**src/rtl/legv8_multicycle_control_if.sv**
```systemverilog
// Control-unit <-> datapath/memory bundle for the LEGv8 multicycle core.
// Memory handshake: mem_read/mem_write is the request, held with stable imm_sel/alu_src_b until mem_ready; the access completes on the first edge where request and mem_ready are both high.
interface legv8_multicycle_control_if #(
  parameter int CNT_W = 32
);
  logic [10:0]      opcode;
  logic             zero;
  logic             mem_ready;
  logic             pc_write;
  logic             ir_write;
  logic [1:0]       imm_sel;
  logic             alu_src_b;
  logic [1:0]       alu_op;
  logic             mem_read;
  logic             mem_write;
  logic             reg_write;
  logic             mem_to_reg;
  logic [1:0]       pc_src;
  logic             illegal;
  logic [CNT_W-1:0] retired;
  logic [3:0]       dbg_state;

  // Datapath / memory side.
  modport master (
    output opcode, zero, mem_ready,
    input  pc_write, ir_write, imm_sel, alu_src_b, alu_op, mem_read, mem_write,
           reg_write, mem_to_reg, pc_src, illegal, retired, dbg_state
  );

  // Control unit side.
  modport slave (
    input  opcode, zero, mem_ready,
    output pc_write, ir_write, imm_sel, alu_src_b, alu_op, mem_read, mem_write,
           reg_write, mem_to_reg, pc_src, illegal, retired, dbg_state
  );
endinterface

```
**src/rtl/legv8_multicycle_control.sv**
```systemverilog
// Moore-style multicycle control for LEGv8: registered control word per state,
// memory request/ready wait states and a retired-instruction counter.
module legv8_multicycle_control #(
  parameter int CNT_W = 32
) (
  input logic                      clock,
  input logic                      reset,
  legv8_multicycle_control_if.slave bus
);

  typedef enum logic [3:0] {
    S_IDLE, S_FETCH, S_DECODE, S_EXEC_R, S_EXEC_I, S_WB_ALU, S_MEM_ADDR,
    S_MEM_RD, S_WB_MEM, S_MEM_WR, S_CBZ, S_BRANCH, S_TRAP
  } state_t;

  typedef struct packed {
    logic       pc_write;
    logic       ir_write;
    logic [1:0] imm_sel;
    logic       alu_src_b;
    logic [1:0] alu_op;
    logic       mem_read;
    logic       mem_write;
    logic       reg_write;
    logic       mem_to_reg;
    logic [1:0] pc_src;
    logic       illegal;
    logic       is_cbz;
  } ctrl_t;

  localparam logic [10:0] OP_LDUR = 11'b11111000010;

  state_t           r_state;
  state_t           w_next;
  ctrl_t            r_ctrl;
  logic             r_is_load;
  logic [CNT_W-1:0] r_retired;
  logic             w_cbz_taken;

  function automatic ctrl_t ctrl_of(input state_t s);
    ctrl_t c;
    c = '0;
    case (s)
      S_FETCH:    begin c.ir_write = 1'b1; c.pc_write = 1'b1; end
      S_EXEC_R:   c.alu_op = 2'b10;
      S_EXEC_I:   begin c.alu_op = 2'b11; c.alu_src_b = 1'b1; c.imm_sel = 2'b01; end
      S_WB_ALU:   c.reg_write = 1'b1;
      S_MEM_ADDR: begin c.alu_src_b = 1'b1; c.imm_sel = 2'b11; end
      S_MEM_RD:   begin c.mem_read = 1'b1; c.alu_src_b = 1'b1; c.imm_sel = 2'b11; end
      S_WB_MEM:   begin c.reg_write = 1'b1; c.mem_to_reg = 1'b1; end
      S_MEM_WR:   begin c.mem_write = 1'b1; c.alu_src_b = 1'b1; c.imm_sel = 2'b11; end
      S_CBZ:      begin c.alu_op = 2'b01; c.imm_sel = 2'b10; c.is_cbz = 1'b1; end
      S_BRANCH:   begin c.pc_write = 1'b1; c.pc_src = 2'b01; end
      S_TRAP:     c.illegal = 1'b1;
      default:    c = '0;
    endcase
    return c;
  endfunction

  always_comb begin
    w_next = S_IDLE;
    case (r_state)
      S_IDLE:   w_next = S_FETCH;
      S_FETCH:  w_next = S_DECODE;
      S_DECODE: begin
        casez (bus.opcode)
          11'b10001011000, 11'b11001011000,
          11'b10001010000, 11'b10101010000: w_next = S_EXEC_R;
          11'b1001000100?:                   w_next = S_EXEC_I;
          11'b11111000010, 11'b11111000000:  w_next = S_MEM_ADDR;
          11'b10110100???:                   w_next = S_CBZ;
          11'b000101?????:                   w_next = S_BRANCH;
          default:                           w_next = S_TRAP;
        endcase
      end
      S_EXEC_R, S_EXEC_I: w_next = S_WB_ALU;
      S_MEM_ADDR: w_next = r_is_load ? S_MEM_RD : S_MEM_WR;
      S_MEM_RD:   w_next = bus.mem_ready ? S_WB_MEM : S_MEM_RD;
      S_MEM_WR:   w_next = bus.mem_ready ? S_FETCH : S_MEM_WR;
      S_WB_ALU, S_WB_MEM, S_CBZ, S_BRANCH: w_next = S_FETCH;
      S_TRAP:     w_next = S_TRAP;
      default:    w_next = S_IDLE;
    endcase
  end

  // Control word is computed from the next state so outputs come straight from flops.
  always_ff @(posedge clock or posedge reset) begin
    if (reset) begin
      r_state   <= S_IDLE;
      r_ctrl    <= '0;
      r_is_load <= 1'b0;
      r_retired <= '0;
    end else begin
      r_state <= w_next;
      r_ctrl  <= ctrl_of(w_next);
      if (r_state == S_DECODE) begin
        r_is_load <= (bus.opcode == OP_LDUR);
      end
      // Only IDLE->FETCH is excluded; every other entry into FETCH retires one instruction.
      if (w_next == S_FETCH && r_state != S_IDLE) begin
        r_retired <= r_retired + CNT_W'(1);
      end
    end
  end

  // The CBZ PC load depends on the zero flag produced in the CBZ cycle itself.
  assign w_cbz_taken    = r_ctrl.is_cbz & bus.zero;
  assign bus.pc_write   = r_ctrl.pc_write | w_cbz_taken;
  assign bus.pc_src     = w_cbz_taken ? 2'b10 : r_ctrl.pc_src;
  assign bus.ir_write   = r_ctrl.ir_write;
  assign bus.imm_sel    = r_ctrl.imm_sel;
  assign bus.alu_src_b  = r_ctrl.alu_src_b;
  assign bus.alu_op     = r_ctrl.alu_op;
  assign bus.mem_read   = r_ctrl.mem_read;
  assign bus.mem_write  = r_ctrl.mem_write;
  assign bus.reg_write  = r_ctrl.reg_write;
  assign bus.mem_to_reg = r_ctrl.mem_to_reg;
  assign bus.illegal    = r_ctrl.illegal;
  assign bus.retired    = r_retired;
  assign bus.dbg_state  = r_state;

endmodule

```
**src/flat_wrapper.sv**
```systemverilog
// flat-port wrapper written by rule: the top's interface ports become plain ports
module legv8_multicycle_control_flat 
#(
  parameter int CNT_W = 32
)
  (clock, reset, bus_opcode, bus_zero, bus_mem_ready, bus_pc_write, bus_ir_write, bus_imm_sel, bus_alu_src_b, bus_alu_op, bus_mem_read, bus_mem_write, bus_reg_write, bus_mem_to_reg, bus_pc_src, bus_illegal, bus_retired, bus_dbg_state);
  legv8_multicycle_control_if #(.CNT_W(CNT_W)) bus_i ();
  input logic clock;
  input logic reset;
  input wire logic [$bits(bus_i.opcode)-1:0] bus_opcode;
  input wire logic [$bits(bus_i.zero)-1:0] bus_zero;
  input wire logic [$bits(bus_i.mem_ready)-1:0] bus_mem_ready;
  output wire logic [$bits(bus_i.pc_write)-1:0] bus_pc_write;
  output wire logic [$bits(bus_i.ir_write)-1:0] bus_ir_write;
  output wire logic [$bits(bus_i.imm_sel)-1:0] bus_imm_sel;
  output wire logic [$bits(bus_i.alu_src_b)-1:0] bus_alu_src_b;
  output wire logic [$bits(bus_i.alu_op)-1:0] bus_alu_op;
  output wire logic [$bits(bus_i.mem_read)-1:0] bus_mem_read;
  output wire logic [$bits(bus_i.mem_write)-1:0] bus_mem_write;
  output wire logic [$bits(bus_i.reg_write)-1:0] bus_reg_write;
  output wire logic [$bits(bus_i.mem_to_reg)-1:0] bus_mem_to_reg;
  output wire logic [$bits(bus_i.pc_src)-1:0] bus_pc_src;
  output wire logic [$bits(bus_i.illegal)-1:0] bus_illegal;
  output wire logic [$bits(bus_i.retired)-1:0] bus_retired;
  output wire logic [$bits(bus_i.dbg_state)-1:0] bus_dbg_state;
  assign bus_i.opcode = bus_opcode;
  assign bus_i.zero = bus_zero;
  assign bus_i.mem_ready = bus_mem_ready;
  assign bus_pc_write = bus_i.pc_write;
  assign bus_ir_write = bus_i.ir_write;
  assign bus_imm_sel = bus_i.imm_sel;
  assign bus_alu_src_b = bus_i.alu_src_b;
  assign bus_alu_op = bus_i.alu_op;
  assign bus_mem_read = bus_i.mem_read;
  assign bus_mem_write = bus_i.mem_write;
  assign bus_reg_write = bus_i.reg_write;
  assign bus_mem_to_reg = bus_i.mem_to_reg;
  assign bus_pc_src = bus_i.pc_src;
  assign bus_illegal = bus_i.illegal;
  assign bus_retired = bus_i.retired;
  assign bus_dbg_state = bus_i.dbg_state;
  legv8_multicycle_control #(.CNT_W(CNT_W)) u_core (.clock(clock), .reset(reset), .bus(bus_i));
endmodule
```
**config.mk**
```make
export PLATFORM = sky130hd
export DESIGN_NAME = legv8_multicycle_control_flat
export DESIGN_NICKNAME = d
export VERILOG_FILES = /design/src/rtl/legv8_multicycle_control_if.sv /design/src/rtl/legv8_multicycle_control.sv /design/src/flat_wrapper.sv
export SDC_FILE = /design/constraint.sdc
export NUM_CORES = 1
export LEC_CHECK = 0
export BUFFER_PORTS_ARGS = -buffer_cell sky130_fd_sc_hd__clkbuf_2
export CAP_MARGIN = 20
export CORE_UTILIZATION = 39
export DETAILED_ROUTE_END_ITERATION = 10
export PLACE_DENSITY = 0.61
export SETUP_SLACK_MARGIN = 0.4
export SYNTH_ARGS = -nofsm -noshare
export SYNTH_HDL_FRONTEND = slang
export SYNTH_SLANG_ARGS = --single-unit
```
**constraint.sdc**
```tcl
create_clock -name clock -period 2.87 [get_ports clock]
set_clock_uncertainty 0.1 [all_clocks]
set_input_delay 0.574 -clock clock [delete_from_list [all_inputs] [get_ports clock]]
set_output_delay 0.574 -clock clock [all_outputs]
set_load 0.01 [all_outputs]
```
==> results of run 1 <==
## worst paths after layout
check	from	depth (start not counted)	endpoint
worst max register to register	u_core.bus.dbg_state[0]	5	u_core.bus.retired[22]
worst min-delay path	reset	2	u_core.bus.imm_sel[0]
worst max-delay path	u_core.bus.dbg_state[0]	5	u_core.bus.retired[22]
min in group clock	u_core.bus.retired[31]	1	u_core.bus.retired[31]
worst min register to register	u_core.bus.retired[31]	1	u_core.bus.retired[31]
max in group asynchronous	reset	3	u_core.bus.dbg_state[0]
## layout make-up
cell class | instances | area (um2)
clock buffer | 5 | 68.8
clock inverter | 3 | 27.5
fill | 658 | 3430
inverter | 7 | 26.3
timing repair buffer | 79 | 462
tap | 80 | 100
multi-input combinational | 200 | 1360
sequential | 51 | 1280
## cells in the final DEF (no fill, tap or decap), types with 2 or more instances in the layout
| cell | n |
|---|---|
| clkbuf_2 | 64 |
| dfrtp_1 | 48 |
| xnor2_1 | 23 |
| nand3_1 | 21 |
| nand2_1 | 20 |
| nor2_1 | 16 |
| nand4_1 | 15 |
| buf_4 | 12 |
| and3_1 | 11 |
| a21oi_1 | 8 |
| nor3_1 | 8 |
| nand2b_1 | 6 |
| nor2b_1 | 6 |
| xor2_1 | 6 |
| inv_1 | 5 |
| clkbuf_8 | 5 |
| o211ai_1 | 4 |
| nand3b_1 | 4 |
| nor4_1 | 4 |
| o21ai_0 | 3 |
| and2_1 | 3 |
| dfrtp_2 | 3 |
| a21bo_2 | 2 |
| and4bb_2 | 2 |
| o21ai_1 | 2 |
| nor3b_2 | 2 |
| inv_2 | 2 |
| nor4_2 | 2 |
| a21o_1 | 2 |
| mux2i_1 | 2 |
| or4_4 | 2 |
| xnor2_2 | 2 |
| buf_12 | 2 |
## layer usage
layer	global-route usage, %	vias up	share of wire [%]
met3	3.85	5	4.6
li1	-	1105	-
met2	28.7	50	47
met5	0	-	0
met4	6.06	0	1.3
met1	22.8	1055	47
## timing repair
action / 4_1_cts / 5_1_grt
pin swaps: 0 / 1
setup buffers: 1 / 4
endpoints found under the setup margin: 17 / 19
resized for setup: 6 / 5
## worst max-delay path: cells and delay by family (launching register included)
| kind | cells | cell delay (ps) |
|---|---|---|
| AO/OA/AOI/OAI | 2 | 500 |
| XOR/XNOR | 1 | 140 |
| flip-flops | 1 | 510 |
| AND/OR/NAND/NOR | 2 | 1060 |
## report_power, final
group	internal, mW	switching [mW]
clock network	0.179	0.261
logic	0.645	0.849
registers	0.844	0.108
total	1.67	1.22
## cells by family after synthesis
kind of cell	after synthesis	synth area share (%)
compound gates	29	7.35
xor+xnor	31	10.5
fa+ha+maj	1	0.459
buf+inv	21	4.32
flops	51	46.9
mux	4	1.52
simple gates	135	29.0
## per-stage QoR
| stage | power, mW | instance area, um2 | util (%) | cells | setup slack [ps] |
|---|---|---|---|---|---|
| final | 2.89 | 3330 | 49.2 | 425 | 448 |
| after global routing | 3.11 | 3330 | 49.2 | 425 | 387 |
| after CTS | 2.84 | 3280 | 48.5 | 421 | 402 |
| after detailed placement | 2.35 | 3150 | 46.6 | 412 | 212 |
| after global placement | 2.34 | 3150 | 46.6 | 412 | 227 |
| after floorplan | 1.91 | 2720 | - | 272 | 440 |
==> flow_metrics.tcl, run 1 <==
set metrics [dict create \
    drt-initial-drc-count 105 \
    period_minus_slack_ps 2420 \
    start_kind "flip-flop" \
    cts_tree "yes" \
    status "finished, final reports clean" \
    dieHeight_um 85.6 \
    maxSlewViolCount 0 \
    synth_largest_area_cell "dfrtp_1" \
    dpl.hpwl_um 4490 \
    clockBufferDepth 2 \
    ys_warn_count 0 \
    numCtsBuffers 5 \
    slowest_delay_ps 530 \
    critPathArrivalTime_ps 2530 \
    vias_per_cell 5.21 \
    grt_first_pass_wirelength_um 9980 \
    io_buffers 64 \
    critPathKind "reg -> reg" \
    synthTopCellsByArea "dfrtp_1 47%, xnor2_1 7.4%, nand3_1 3.9%, nand4_1 3.4%, nand2_1 2.8%" \
    vdd_drop_max_mv 0.526 \
    antenna_found_initial 0 \
    worstPathCellList "or4b_4 > o32a_2 > a21o_4 > or4_4 > xnor2_2" \
    setup_viol_count_final 0 \
    layout-drive-gt1-share_pct 33.6 \
    hold_buffers 0 \
    path_clk_slew_ps 100 \
    p_per_area_nw_per_um2 868 \
    grt_pass1_vias 2051 \
    initial_core_util_pct 40.3 \
    gp_congestion 0.754 \
    routed_wl_um 6010 \
    syn_to_final_growth_pct 22.2 \
    drcViolationCount 0 \
    async_reset_ff_share_pct 100 \
    largest_reg_flops 32 \
    fmax_ghz 0.413 \
    synth_ff_type "dfrtp_1" \
    synth_cell_types 50 \
    finalHoldViolations 0 \
    synth_fp_nets 288 \
    synth_edf_count 0 \
    ys_seq_area_share_pct 46.9 \
    reg2reg_slack_ps 450 \
    max-slew-margin-rel_pct 51.7 \
    ant_nets 0 \
    avgSynthCellArea_um2 10.0 \
    worstMarginPinSlew_ps 717 \
    wire_per_inst_um 14.1 \
    syn_inst 272 \
    ys_ff_latch 51 \
    setup_tns_ps 0 \
    core_area_um2 6760 \
    clock-sinks 51 \
    vias 2215 \
    p_leak_nw 1.61 \
    grt_max_degree 25 \
    hold_path.class "in -> async" \
    io_pins 65 \
    synth.top_cell.area_share_pct 46.9 \
    cts_root_buf "clkbuf_8" \
    clk-insertion-delay-late_ps 310 \
    htreeDepth 2 \
    antenna_cells 0 \
    grt_overflow_total 0 \
    period_share_pct 84.4 \
    hold_slack_ps 127 \
    synth.cells.most_frequent "51 x dfrtp_1, 23 x xnor2_1, 21 x nand3_1" \
    drv_cap 0 \
    syn_area_um2 2720 \
    required_ps 2980 \
    rows 30 \
    grt.total_usage_pct 17.4 \
    nets 360 \
    synth.most_common_cell "dfrtp_1" \
    die_w_um 85.6 \
    die-area_um2 7320 \
    dr.pass1.iters 4 \
    cp_slowest_cell "or4b_4" \
    worstSetupEndpointType "flip-flop" \
    grt_setup_unrepaired "true" \
    path_max_fanout 14 \
]
No activity file was read; power rests on OpenSTA's default activity.
==> run 2, diff against run 1 <==
Clock period 2.87 ns to 2.3 ns, I/O delays scaled along.
==> run 2 against run 1 <==
Against the previous run:
- non-clock buffer count grew 33
- fmax rose by 5.4%
- die area stayed put
- first-iteration DRC count shrank 35%
- critical endpoint is now u_core.bus.retired[3]
- largest cell class unchanged
==> flow_metrics.tcl, run 2 (synthesis gave the netlist of run 1 again) <==
set metrics [dict create \
    initial_core_util_pct 40.3 \
    clock-sinks 51 \
    grt_pass1_vias 2315 \
    layout-drive-gt1-share_pct 46.3 \
    largest_reg_flops 32 \
    clockBufferDepth 2 \
    layout_common_cells "64 x clkbuf_2, 48 x dfrtp_1, 29 x buf_4" \
    htreeDepth 2 \
    hold_path.class "in -> async" \
    syn_to_final_growth_pct 43.6 \
    critPathKind "reg -> reg" \
    setup_viol_count_final 0 \
    worstMarginPinSlew_ps 495 \
    critPathArrivalTime_ps 2380 \
    io_buffers 64 \
    hold_buffers 0 \
    ant_nets 0 \
    p_per_area_nw_per_um2 1250 \
    die_w_um 85.6 \
    status "finished, final reports clean" \
    core_area_um2 6760 \
    finalHoldViolations 0 \
    vdd_drop_max_mv 0.792 \
    fmax_ghz 0.435 \
    cts_tree "yes" \
    grt_max_degree 31 \
    rows 30 \
    power_mw 4.89 \
    antenna_found_initial 0 \
    routed_wl_um 6520 \
    nets 393 \
    worstSetupEndpointType "flip-flop" \
    die-area_um2 7320 \
    grt.total_usage_pct 18.6 \
    drcViolationCount 0 \
    dpl.hpwl_um 4720 \
    period_minus_slack_ps 2300 \
    path_max_fanout 8 \
    io_pins 65 \
    dr.pass1.iters 4 \
    start_kind "flip-flop" \
    setup_tns_ps 0 \
    layout_commonest_cell "clkbuf_2" \
    period_share_pct 99.9 \
    p_leak_nw 1.89 \
    drv_cap 0 \
    wire_per_inst_um 14.2 \
    gp_congestion 0.826 \
    drt-initial-drc-count 68 \
    grt_overflow_total 0 \
    max-slew-margin-rel_pct 66.9 \
    path_clk_slew_ps 90 \
    required_ps 2380 \
    hold_slack_ps 54.9 \
    maxSlewViolCount 0 \
    vias_per_cell 5.19 \
    vias 2378 \
    antenna_cells 0 \
    numCtsBuffers 5 \
    cts_root_buf "clkbuf_8" \
    grt_setup_unrepaired "true" \
    clk-insertion-delay-late_ps 300 \
    grt_first_pass_wirelength_um 10800 \
    fillers 605 \
    dieHeight_um 85.6 \
]
-- run 2: layout make-up --
type                            instances  area (um2)  area share [%]
Clock buffer                            6        72.6            1.86
Clock inverter                          2        12.5           0.320
Inverter                                7        26.3           0.672
Multi-Input combinational cell        200        1600            40.9
Sequential cell                        51        1280            32.7
Tap cell                               80         100            2.56
Timing Repair Buffer                  112         821            21.0
-- run 2: routing by layer --
| metal | wire (um) | GRT usage, % | vias to the layer above |
|---|---|---|---|
| met5 | 0 | 0 | - |
| met3 | 217 | 3.37 | 8 |
| met1 | 2960 | 24.2 | 1149 |
| met2 | 3280 | 32.3 | 46 |
| met4 | 65 | 4.55 | 0 |
| li1 | - | - | 1175 |
-- run 2: stage by stage --
stage	setup slack (ps)	utilization, %	cell area, um2	cells
3_3_place_gp	-119	51.2	3460	439
2_1_floorplan	44.5	-	2800	272
6_report	2.88	57.9	3910	458
5_1_grt	-74.2	57.9	3910	458
3_5_place_dp	-145	51.2	3460	439
4_1_cts	-21.0	55.4	3740	453
-- run 2: where the power goes --
part | switching, mW | leakage [nW] | internal, mW
Clock | 0.299 | 0.0412 | 0.213
Combinational | 1.51 | 1.16 | 1.69
Sequential | 0.128 | 0.686 | 1.05
-- run 2: path summary, 6_finish.rpt --
| check | start | to | slack (ps) | cells after the start |
|---|---|---|---|---|
| worst max register to register | u_core.bus.dbg_state[2] | u_core.bus.retired[3] | 3 | 8 |
| worst min-delay path | reset | u_core.bus.retired[18] | 50 | 2 |
| min in group clock | u_core.bus.retired[31] | u_core.bus.retired[31] | 380 | 1 |
| max in group asynchronous | reset | u_core.bus.dbg_state[3] | 1500 | 3 |
| worst max-delay path | u_core.bus.dbg_state[2] | u_core.bus.retired[3] | 3 | 8 |
| worst min register to register | u_core.bus.retired[31] | u_core.bus.retired[31] | 380 | 1 |
-- run 2: critical path, stage by stage (launching register included) --
cell and delay (ps):
dfrtp_1 430, or4b_4 580, o32a_4 210, a21o_4 220, nor2_4 130, buf_12 140, buf_12 110, nand3b_1 90
xnor2_1 140
-- run 2: timing repair --
action	in CTS	in global routing
gates resized for setup	30	28
buffers inserted	5	5
endpoints found under the setup margin	42	40
gates cloned	1	0
pin swaps	25	25
==> run 3, diff against run 2 <==
Settings changed: CTS_CLUSTER_SIZE set to 8, SETUP_SLACK_MARGIN 0.4 to 0.05.
==> run 3 against run 2 <==
Against the previous run:
- combinational power fell by 13%
- power fell by 7.6%
- routed wire length rose by 0.23%
- critical endpoint is now u_core.bus.retired[1]
- largest cell class unchanged
==> flow_metrics.tcl, run 3 (synthesis gave the netlist of run 1 again) <==
set metrics [dict create \
    worstMarginPinSlew_ps 510 \
    worstSetupEndpointType "flip-flop" \
    path_clk_slew_ps 100 \
    hold_path.class "in -> async" \
    io_pins 65 \
    power_frac_clock_pct 12.4 \
    drv_cap 0 \
    ff_latch_area_um2 1280 \
    antenna_found_initial 0 \
    grt.total_usage_pct 18.7 \
    rows 30 \
    dr_wl_met3_um 227 \
    p_int_mw 2.67 \
    status "finished, final reports clean" \
    grt_pass1_vias 2304 \
    hold_buffers 0 \
    clock-sinks 51 \
    core_area_um2 6760 \
    antenna_cells 0 \
    p_per_area_nw_per_um2 1200 \
    grt_max_degree 30 \
    multi_input_area_um2 1510 \
    cts_root_buf "clkbuf_8" \
    dpl.hpwl_um 4740 \
    cts_tree "yes" \
    io_buffers 64 \
    largest_reg_flops 32 \
    dr.pass1.iters 4 \
    met1_length_um 2960 \
    wl_met2_um 3290 \
    layout_commonest_cell "clkbuf_2" \
    grt_setup_unrepaired "true" \
    ant_nets 0 \
    seq_power_share_pct 26.2 \
    path_max_fanout 10 \
    dieHeight_um 85.6 \
    switchingPower_mw 1.85 \
    highest_layer "met4" \
    slowest_delay_ps 570 \
    syn_to_final_growth_pct 38.1 \
    critPathArrivalTime_ps 2400 \
    drt-initial-drc-count 52 \
    layout_common_cells "65 x clkbuf_2, 48 x dfrtp_1, 42 x buf_4" \
    die_w_um 85.6 \
    vias_per_cell 5.18 \
    combinationalPowerShare_pct 61.5 \
    numCtsBuffers 5 \
    start_kind "flip-flop" \
    gp_congestion 0.865 \
    drcViolationCount 0 \
    maxSlewViolCount 0 \
    grt_overflow_total 0 \
    fmax_ghz 0.435 \
    final_util_pct 55.7 \
    p_sw_share_pct 40.8 \
    period_share_pct 99.9 \
    vias 2378 \
    vdd_drop_max_mv 0.610 \
    finalHoldViolations 0 \
    routed_wl_um 6540 \
    nets 394 \
    critPathKind "reg -> reg" \
    setup_tns_ps 0 \
    clk-insertion-delay-late_ps 310 \
    die-area_um2 7320 \
    htreeDepth 2 \
    reg2reg_slack_ps 1 \
    p_leak_nw 1.82 \
    grt_first_pass_wirelength_um 10800 \
    required_ps 2400 \
    clockBufferDepth 2 \
    path_delay_family "simple AND/OR/NAND/NOR gates" \
    critPathBufInv 1 \
    fin_ws_ps 1.46 \
    max-slew-margin-rel_pct 65.9 \
    wire_per_inst_um 14.2 \
    worstPathCellList "or4b_4 > o32a_4 > a21o_4 > nor2_4 > buf_12 > nand2_4 > mux2_4" \
    placed_area_um2 3430 \
    place_ws_ps -147 \
    initial_core_util_pct 40.3 \
    setup_viol_count_final 0 \
    cp_slowest_cell "or4b_4" \
    fillers 601 \
    hold_slack_ps 53.0 \
    period_minus_slack_ps 2300 \
    layout-drive-gt1-share_pct 43.0 \
    final_cell_area_um2 3760 \
]
[run 3: worst reg2reg max path, stage by stage, from the launching register on]
cell	delay, ps
dfrtp_2	460
or4b_4	570
o32a_4	210
a21o_4	220
nor2_4	150
buf_12	140
nand2_4	60
mux2_4	290
[run 3: final timing paths]
path | start | cells after the start | endpoint
worst max register to register | u_core.bus.dbg_state[3] | 7 | u_core.bus.retired[1]
worst min register to register | u_core.bus.retired[31] | 1 | u_core.bus.retired[31]
min in group clock | u_core.bus.retired[31] | 1 | u_core.bus.retired[31]
worst max-delay path | u_core.bus.dbg_state[3] | 7 | u_core.bus.retired[1]
max in group asynchronous | reset | 3 | u_core.bus.dbg_state[1]
worst min-delay path | reset | 2 | u_core.bus.retired[5]
[run 3: what timing repair did]
action / 4_1_cts / 5_1_grt
endpoints found under the hold margin: 0 / 0
resized for setup: 9 / 24
cloned: 1 / 0
pin swaps: 4 / 13
setup buffers: 1 / 5
endpoints found under the setup margin: 17 / 33
[run 3: metrics by stage]
| stage | instances | total power [mW] |
|---|---|---|
| floorplan | 272 | 2.44 |
| global placement | 444 | 3.39 |
| detailed placement | 444 | 3.40 |
| CTS | 454 | 4.23 |
| global route | 459 | 4.82 |
| finish | 459 | 4.52 |
[run 3: layout make-up]
| type | count | share of cell area [%] |
|---|---|---|
| multi-input combinational | 200 | 40.1 |
| sequential | 51 | 34.0 |
| timing repair buffer | 113 | 20.0 |
| tap | 80 | 2.66 |
| clock buffer | 5 | 1.83 |
| clock inverter | 3 | 0.732 |
| inverter | 7 | 0.699 |
[run 3: power groups by stage]
stage / clock network (mW) / logic [mW] / registers (mW)
floorplan: 0 / 1.22 / 1.22
global placement: 0 / 2.19 / 1.20
detailed placement: 0 / 2.20 / 1.20
CTS: 0.578 / 2.46 / 1.19
global route: 0.609 / 3.01 / 1.20
finish: 0.559 / 2.78 / 1.18
[run 3: per-layer routing]
layer | up-vias | GRT usage [%]
met5 | - | 0
met4 | 0 | 4.85
met3 | 6 | 2.98
met2 | 54 | 32.7
met1 | 1147 | 24.2
li1 | 1171 | -
